[config.mk]
export PLATFORM = sky130hd
export DESIGN_NAME = calc2_port_responder
export DESIGN_NICKNAME = d
export VERILOG_FILES = /design/src/rtl/calc2_port_responder.sv
export SDC_FILE = /design/constraint.sdc
export NUM_CORES = 1
export LEC_CHECK = 0
export BUFFER_PORTS_ARGS = -buffer_cell sky130_fd_sc_hd__buf_2
export CORE_MARGIN = 4
export CORE_UTILIZATION = 32
export CTS_CLUSTER_SIZE = 24
export DETAILED_ROUTE_END_ITERATION = 8
export HOLD_SLACK_MARGIN = 0.05
export SYNTH_ARGS = -nofsm -noshare
export SYNTH_HDL_FRONTEND = slang
export SYNTH_SLANG_ARGS = --single-unit
[constraint.sdc]
create_clock -name c_clk -period 3.39 [get_ports c_clk]
set_input_delay 0.1695 -clock c_clk [delete_from_list [all_inputs] [get_ports c_clk]]
set_output_delay 0.1695 -clock c_clk [all_outputs]
set_load 0.03 [all_outputs]
[src/rtl/calc2_port_responder.sv]
// Two-operand request/response calculator port: takes a command plus two operands,
// answers three edges after the second operand with a one-cycle response pulse.
module calc2_port_responder (
  input  logic        c_clk,
  input  logic        reset,
  input  logic [3:0]  req_cmd_in,
  input  logic [31:0] req_data_in,
  input  logic [1:0]  req_tag_in,
  output logic [1:0]  out_resp,
  output logic [31:0] out_data,
  output logic [1:0]  out_tag,
  output logic        busy,
  output logic [7:0]  drop_cnt
);

  // state | meaning
  // IDLE  | waiting for a command
  // OPND2 | command and operand 1 captured, operand 2 arrives this cycle
  // EXEC1 | first execute cycle, incoming commands are dropped
  // EXEC2 | second execute cycle, result registered on exit
  // RESP  | response on the outputs; a new command may be accepted
  typedef enum logic [2:0] {IDLE, OPND2, EXEC1, EXEC2, RESP} state_t;

  localparam logic [3:0] CMD_ADD = 4'd1;
  localparam logic [3:0] CMD_SUB = 4'd2;
  localparam logic [3:0] CMD_SHL = 4'd5;
  localparam logic [3:0] CMD_SHR = 4'd6;

  localparam logic [1:0] RESP_OK  = 2'd1;
  localparam logic [1:0] RESP_ERR = 2'd2;

  state_t      state, state_nxt;
  logic [3:0]  cmd_q;
  logic [1:0]  tag_q;
  logic [31:0] op1_q, op2_q;

  logic        cap_cmd;
  logic        drop_cmd;
  logic [32:0] sum_w;
  logic [1:0]  res_resp;
  logic [31:0] res_data;

  assign busy = (state != IDLE);

  always_comb begin
    state_nxt = state;
    cap_cmd   = 1'b0;
    drop_cmd  = 1'b0;
    case (state)
      IDLE: begin
        if (req_cmd_in != 4'd0) begin
          cap_cmd   = 1'b1;
          state_nxt = OPND2;
        end
      end
      OPND2: state_nxt = EXEC1;
      EXEC1: begin
        drop_cmd  = (req_cmd_in != 4'd0);
        state_nxt = EXEC2;
      end
      EXEC2: begin
        drop_cmd  = (req_cmd_in != 4'd0);
        state_nxt = RESP;
      end
      RESP: begin
        if (req_cmd_in != 4'd0) begin
          cap_cmd   = 1'b1;
          state_nxt = OPND2;
        end else begin
          state_nxt = IDLE;
        end
      end
      default: state_nxt = IDLE;
    endcase
  end

  always_comb begin
    sum_w    = {1'b0, op1_q} + {1'b0, op2_q};
    res_resp = RESP_ERR;
    res_data = 32'd0;
    case (cmd_q)
      CMD_ADD: begin
        if (!sum_w[32]) begin
          res_resp = RESP_OK;
          res_data = sum_w[31:0];
        end
      end
      CMD_SUB: begin
        if (op2_q <= op1_q) begin
          res_resp = RESP_OK;
          res_data = op1_q - op2_q;
        end
      end
      CMD_SHL: begin
        res_resp = RESP_OK;
        res_data = op1_q << op2_q[4:0];
      end
      CMD_SHR: begin
        res_resp = RESP_OK;
        res_data = op1_q >> op2_q[4:0];
      end
      default: begin
        res_resp = RESP_ERR;
        res_data = 32'd0;
      end
    endcase
  end

  always_ff @(posedge c_clk or negedge reset) begin
    if (!reset) begin
      state    <= IDLE;
      cmd_q    <= 4'd0;
      tag_q    <= 2'd0;
      op1_q    <= 32'd0;
      op2_q    <= 32'd0;
      out_resp <= 2'd0;
      out_data <= 32'd0;
      out_tag  <= 2'd0;
      drop_cnt <= 8'd0;
    end else begin
      state <= state_nxt;
      if (cap_cmd) begin
        cmd_q <= req_cmd_in;
        tag_q <= req_tag_in;
        op1_q <= req_data_in;
      end
      if (state == OPND2)
        op2_q <= req_data_in;
      // Response lives only in RESP; any other cycle clears it
      if (state == EXEC2) begin
        out_resp <= res_resp;
        out_data <= res_data;
        out_tag  <= tag_q;
      end else begin
        out_resp <= 2'd0;
        out_data <= 32'd0;
        out_tag  <= 2'd0;
      end
      if (drop_cmd && (drop_cnt != 8'hFF))
        drop_cnt <= drop_cnt + 8'd1;
    end
  end

endmodule

### After elaboration in Yosys (flattened, before gate mapping)

Index checks and enable logic that the tools add are counted.

* word-level logic and storage cells: 47
* input bits: 40
* flip-flop bits (word level): 117
* output and inout port bits: 45

* shift operators: 2
* muxes and demuxes: 15
* add/sub/neg operators: 3
* equality and inequality tests: 10
* reduce and logical (&&, ||, !) cells: 7
* magnitude comparators: 1

Operators with widths (number)
* one-hot mux 32 bit (4 select lines): 1
* 2-to-1 mux 32 bit: 3
* adder 32 x 32 -> 33 bit: 1
* less-or-equal comparator 32 bit: 1
* left shift 32 x 5 -> 32 bit: 1
* >> shifter 32 x 5 -> 32 bit: 1
* subtractor 32 bit: 1
* one-hot mux 3 bit (5 select lines): 1
* adder 8 x 1 -> 8 bit (second input constant): 1
* == test 4 x 3 -> 1 bit (second input constant): 2
* 2-to-1 mux 2 bit: 4
* != test 8 bit (second input constant): 1
* == test 3 x 2 -> 1 bit (second input constant): 2
* one-hot mux 2 bit (3 select lines): 1
* OR reduction 2 bit: 3
* == test 4 x 1 -> 1 bit (second input constant): 1
* == test 4 x 2 -> 1 bit (second input constant): 1
* 2-to-1 mux 1 bit: 4
* nonzero test 4 bit: 1
* == test 3 x 1 -> 1 bit (second input constant): 1
* == test 3 bit (second input constant): 1
* logical NOT 3 bit: 1
* 2-to-1 mux 3 bit: 1
* nonzero test 3 bit: 1
* 2 further kinds: 2

### Depth between registers and ports, before layout

Gate-level depths: netlist of run 1.

* depth after elaboration: 4
* gate-level depth with buffers: 17
* depth with buffers taken out: 13

### Worst setup path before layout of run 1

No wires, ideal clock.

* path kind: register -> register
* start point: reg op2_q[2]
* end point: reg out_data[18]
* arrival time: 3.593 ns
* cell stages (with the launch flop): 17
* path buffers: 4
* period minus slack after synthesis: 3.725 ns
* slack: -0.335 ns
* library setup time: 0.132 ns
* required time: 3.258 ns
* cells stage by stage: dfrtp_1 -> clkbuf_1 -> inv_1 -> clkbuf_1 -> clkbuf_1 -> ha_1 -> o21bai_2 -> o2111ai_2 -> a31oi_4 -> nand3_2 -> a31o_1 -> a211o_1 -> and2_4 -> buf_6 -> a221o_1 -> a21oi_1 -> nor2_1

* longest elaborated chain between the ends: 4
* elaborated cells on any way between the ends: 9
* classes of those cells: add/sub: 2; order compare: 1; shift: 2; mux: 4

Ends and longest elaborated chain
* start: declaration: line 35 `logic [31:0] op1_q, op2_q;`
* start signal: assignment: line 128 `op2_q <= req_data_in;`
* subtractor 32 bit (tied with other cells): line 91 `res_data = op1_q - op2_q;`
* 2-to-1 mux 32 bit, on equally long branches: line 89, 83
* one-hot mux 32 bit (4 select lines) (*): line 81 `case (cmd_q)`
* 2-to-1 mux 32 bit (*): line 130 `if (state == EXEC2) begin`
* end signal: assignment: line 132 `out_data <= res_data;`
* end: declaration: line 10 `output logic [31:0] out_data,`

Every way passes the cells marked *; elsewhere a longest branch is shown, timed or not.
A chain may end at the register's enable or synchronous reset.

### Final worst setup path of run 1

* start point: reg op1_q[0]
* end point: reg out_data[23]

* longest elaborated chain between the ends: 4
* elaborated cells on any way between the ends: 9
* classes of those cells: add/sub: 2; order compare: 1; shift: 2; mux: 4

Ends and longest elaborated chain
* start: declaration: line 35
* start signal: assignment: line 125 `op1_q <= req_data_in;`
* subtractor 32 bit (tied with other cells): line 91
* 2-to-1 mux 32 bit, on equally long branches: line 89, 83
* one-hot mux 32 bit (4 select lines) (*): line 81
* 2-to-1 mux 32 bit (*): line 130

Marked as above.

==> results of run 1 <==
## critical path, cell delays in order (launching register included)
cell       delay (ns)
dfrtp_1          0.38
ha_1             0.21
inv_1            0.07
fa_1             0.39
o21bai_2         0.19
o2111ai_2        0.16
a31oi_4          0.20
nand3_2          0.11
a31o_4           0.26
a211o_1          0.29
and2_4           0.23
buf_6            0.18
a221oi_1         0.31
nor2_1           0.12
## cells in the mapped netlist (17+ instances only)
library cell,count
clkbuf_1,51
dfrtp_1,117
nand3_1,19
mux2i_1,50
buf_2,35
o22ai_1,29
o21ai_0,110
nand2_1,131
nor2_1,129
ha_1,66
mux4_2,29
a221oi_1,17
nand2b_1,29
xnor2_1,32
mux2_2,46
a31oi_1,21
nor3_1,20
inv_1,64
a21oi_1,129
## per-layer routing
| metal | vias up | share of wire (%) |
|---|---|---|
| met5 | - | 0.030 |
| met4 | 2 | 3.4 |
| met3 | 91 | 7.7 |
| met2 | 538 | 45 |
| met1 | 5608 | 44 |
| li1 | 5298 | - |
## worst max path at each step
stage,startpoint,endpoint,slack [ns],cells after the start
final,op1_q[0],out_data[23],0.1,13
after global routing,op1_q[0],out_data[30],0.01,14
after CTS,op1_q[0],out_data[2],0.004,14
after detailed placement,op1_q[0],out_data[10],0.05,13
after floorplan,op2_q[1],out_data[18],0.02,16
after global placement,op1_q[8],out_data[25],0.04,14
## flip-flops by register name (all words and copies together), names as in the netlist, 3 cells and up
name and count:
out_data 32, op2_q 32, cmd_q 4, state 3
op1_q 32, drop_cnt 8
## placed cells by master (no fill, tap or decap), types with 32 or more instances in the layout
| cell type | instances |
|---|---|
| nand2_1 | 131 |
| nor2_1 | 129 |
| a21oi_1 | 128 |
| dfrtp_1 | 114 |
| buf_4 | 110 |
| o21ai_0 | 109 |
| buf_2 | 83 |
| inv_1 | 64 |
| ha_1 | 62 |
| mux2i_1 | 50 |
| mux2_2 | 46 |
| dlygate4sd3_1 | 39 |
| xnor2_1 | 32 |
## metrics by stage
stage               utilization, %  hold WS, ns  setup WS [ns]  instance area (µm²)
floorplan                        -       -0.126         0.0239                11200
global placement              36.7        0.133         0.0362                12600
detailed placement            36.7        0.132         0.0477                12600
CTS                           39.6        0.204        0.00420                13700
global route                  40.0        0.211         0.0102                13800
finish                        40.0        0.197         0.0991                13800
## logic make-up (layout without fill, tap and decap cells)
logic type / Yosys count / count (layout) / share of synthesized area [%]
adders and majority gates: 68 / 68 / 7.75
and+or+nand+nor: 397 / 397 / 16.2
buffers and inverters: 160 / 338 / 6.04
muxes: 125 / 125 / 15.0
AOI/OAI and AO/OA: 455 / 455 / 25.9
DFF: 117 / 117 / 26.2
xor gates and xnor gates: 37 / 37 / 2.90
## cell type report
cell class / count / area (µm²)
Clock buffer: 21 / 470
Clock inverter: 11 / 149
Fill cell: 3531 / 20700
Inverter: 67 / 254
Multi-Input combinational cell: 1082 / 7660
Sequential cell: 117 / 2930
Tap cell: 455 / 569
Timing Repair Buffer: 239 / 1740
## repair_timing
| action | CTS | global route |
|---|---|---|
| hold endpoints to repair | 93 | 0 |
| gates resized for setup | 1 | 25 |
| setup buffers | 0 | 3 |
| setup endpoints to repair | 1 | 21 |
| pin swaps | 0 | 3 |
| hold buffers | 39 | 0 |
==> results.cfg, run 1 <==
[die]
die_w_um = 195
io_pins = 85
start_util_pct = 32.4
fp.dieArea_mm2 = 0.0380
core_area_mm2 = 0.0345
die_h_um = 195
rows = 68

[global_route]
met3_usage_pct = 4.51
track_usage_pct = 22.0
grt_pass1_vias = 11004
busiest_layer = met2
use_met1_pct = 30.4
grt_pass1_wl_mm = 65.9
use_met2_pct = 33.8
grt_overflow_total = 0
antenna_found_initial = 1
grt_max_degree = 95

[synthesis]
syn_avg_cell_area_um2 = 8.22
ys_async_sr_fraction_pct = 100
syn_area_mm2 = 0.0112
synth_top_flop_cell = dfrtp_1
ys_seq_area_share_pct = 26.2
ys_seq_elements = 117
yosysTopAreaCell = dfrtp_1
yosysTopAreaCellShare_pct = 26.2
synth.top_cells.by_area = dfrtp_1 26%, ha_1 7.4%, mux4_2 5.8%, a21oi_1 5.8%, o21ai_0 4.9%
synth_cell_types = 78
synth-edff-count = 0
synthesis.instances = 1359
ys_warn_count = 0
synthesis.nets = 1467

[timing]
fmax_ghz = 0.304
slew_headroom_pct = 35.4
slew_violations = 0
clock_skew_ns = 0.0137
hold_violations = 0
period_share_pct = 97.1
tightest_slew_ns = 0.968
finalSetupViolCount = 0
grt_setup_unrepaired = no
fin_crit_ns = 3.29
finalSetupTns_ns = 0

[worst_setup_path]
r2r_slack_ns = 0.1
reg2reg_to = out_data[23]
crit_arrival_ns = 3.55
startpoint_type = flop
worstReg2RegStart = op1_q[0]
ff2ff_path_depth = 13
crit_fanout = 20
path_class = reg2reg
end_kind = flop
critPathRequiredTime_ns = 3.65

[route]
vias_per_cell = 5.79
drt_iter0_drc = 1179
avgRoutedWirePerCell_um = 21.5
remaining_drc_errors = 0
firstDrtPassIters = 5
totalWireLength_mm = 42.9
num_vias = 11537
ant_nets = 0

[final_layout]
layout.nets = 1632
syn_to_final_growth_pct = 23.3
insertedDiodeCount = 0
final_cells = 1992
layout-drive-gt1-share_pct = 23.1

[clock_tree]
cts-buffers-inserted = 17
htree_num_levels = 4
clkTransAtPathRegs_ns = 0.06
cts_tree = built
cts-root-buf = clkbuf_16
cts.sinks = 117
clockBufferDepth = 2
clk_latency_ns = 0.45

[placement]
globalplace.congestion = 0.972
io_buffers = 84
post-place-cells = 1918
hpwl_mm = 32.2

[worst_hold_path]
hold_path_class = in2async

[run_status]
run_status = finished clean

[run]
drv_cap = 0
Power of run 1 is left out: the tool's default activity adds up to more than one toggle a clock period on the data nets, which glitch-free logic cannot reach.
==> inputs of run 2 (changes only) <==
BUFFER_PORTS_ARGS = -buffer_cell sky130_fd_sc_hd__clkbuf_2   (was -buffer_cell sky130_fd_sc_hd__buf_2)
==> run 2 against run 1 <==
Die area unchanged; via count down 1.2%; global-route usage up 0.43 points; maximum frequency up 1.8%; critical path type unchanged.
==> results.cfg, run 2 (same netlist as run 1, synthesis figures left out) <==
[clock_tree]
cts-buffers-inserted = 17
cts.sinks = 117
clockBufferDepth = 2
cts_tree = built
cts_setup_buffers = 0
htree_num_levels = 4
cts-root-buf = clkbuf_16
clkTransAtPathRegs_ns = 0.06
clk_latency_ns = 0.45

[placement]
io_buffers = 84
globalplace.congestion = 0.953
hpwl_mm = 33.2

[worst_setup_path]
crit_fanout = 19
path_class = reg2reg
ff2ff_path_depth = 13
startpoint_type = flop
reg2reg_to = out_data[10]
critPathRequiredTime_ns = 3.70
crit_arrival_ns = 3.54
worstReg2RegStart = op2_q[0]
end_kind = flop
r2r_slack_ns = 0.16

[die]
io_pins = 85
rows = 68
core_area_mm2 = 0.0345
fp.dieArea_mm2 = 0.0380
start_util_pct = 32.4
die_w_um = 195
die_h_um = 195

[final_layout]
syn_to_final_growth_pct = 23.6
layout.nets = 1642
layout-drive-gt1-share_pct = 22.9
reg_top3 = op1_q (32), op2_q (32), out_data (32)
final_common_cell = nand2_1
layout_common_cells = 131 x nand2_1, 129 x nor2_1, 129 x a21oi_1
insertedDiodeCount = 0
fill_cells = 3536

[run_status]
run_status = finished clean

[route]
remaining_drc_errors = 0
totalWireLength_mm = 43.7
num_vias = 11394
drt_iter0_drc = 1115
avgRoutedWirePerCell_um = 21.8
vias_per_cell = 5.69
ant_nets = 0
firstDrtPassIters = 5

[global_route]
grt_pass1_vias = 11175
antenna_found_initial = 2
grt_max_degree = 91
track_usage_pct = 22.4
grt_overflow_total = 0
grt_pass1_wl_mm = 66.9

[run]
drv_cap = 0

[timing]
grt_setup_unrepaired = no
fmax_ghz = 0.309
slew_violations = 0
finalSetupTns_ns = 0
clock_skew_ns = 0.00945
tightest_slew_ns = 0.766
finalSetupViolCount = 0
hold_violations = 0
period_share_pct = 95.3
fin_crit_ns = 3.23
slew_headroom_pct = 48.7

[worst_hold_path]
hold_path_class = in2async
-- run 2: worst max path at each step --
stage                     startpoint      endpoint  slack (ns)  depth (start not counted)
after global placement      op2_q[0]  out_data[10]        0.18                         13
after floorplan             op2_q[1]  out_data[18]        0.02                         16
after global routing        op1_q[0]   out_data[5]       0.002                         14
after detailed placement    op2_q[0]  out_data[10]        0.15                         13
after CTS                   op2_q[0]  out_data[10]        0.12                         13
final                       op2_q[0]  out_data[10]        0.16                         13
-- run 2: layout make-up --
class                           instances  area, µm²  area share, %
Inverter                               67        251           1.82
Multi-Input combinational cell       1082       7610           55.1
Clock inverter                         12        178           1.29
Clock buffer                           20        457           3.31
Timing Repair Buffer                  249       1810           13.1
Sequential cell                       117       2930           21.2
Tap cell                              455        569           4.12
-- run 2: timing repair --
| action | 4_1_cts | 5_1_grt |
|---|---|---|
| hold buffers | 39 | 0 |
| resized for setup | 0 | 6 |
| endpoints found under the hold margin | 101 | 0 |
| setup endpoints to repair | 0 | 6 |
-- run 2: per-stage QoR --
stage               std cells  setup slack, ns  hold slack [ns]  cell area (µm²)  utilization (%)
finish                   2002            0.158            0.233            13800             40.1
global route             2002          0.00196            0.269            13800             40.1
CTS                      2002            0.119            0.244            13800             40.0
detailed placement       1931            0.146            0.172            12800             37.0
global placement         1931            0.177            0.171            12800             37.0
floorplan                1359           0.0239           -0.126            11200                -
-- run 2: layer usage --
metal | global-route usage [%] | vias to the layer above | share of wire, %
met5 | 0 | - | 0.048
met4 | 8.77 | 4 | 3.7
met3 | 5.46 | 102 | 7.1
met2 | 34.5 | 446 | 45
met1 | 30.5 | 5507 | 45
li1 | - | 5335 | -
-- run 2: critical path, cell delays in order (launching register included) --
cell	delay [ns]
dfrtp_2	0.40
ha_1	0.19
inv_1	0.06
fa_1	0.40
o21bai_2	0.19
o2111ai_2	0.16
a31oi_4	0.21
nand3_2	0.09
a31o_1	0.26
a211o_1	0.29
and2_4	0.23
a221o_1	0.35
o21ai_2	0.12
a31oi_1	0.14
Power of run 2 is left out for the same reason.
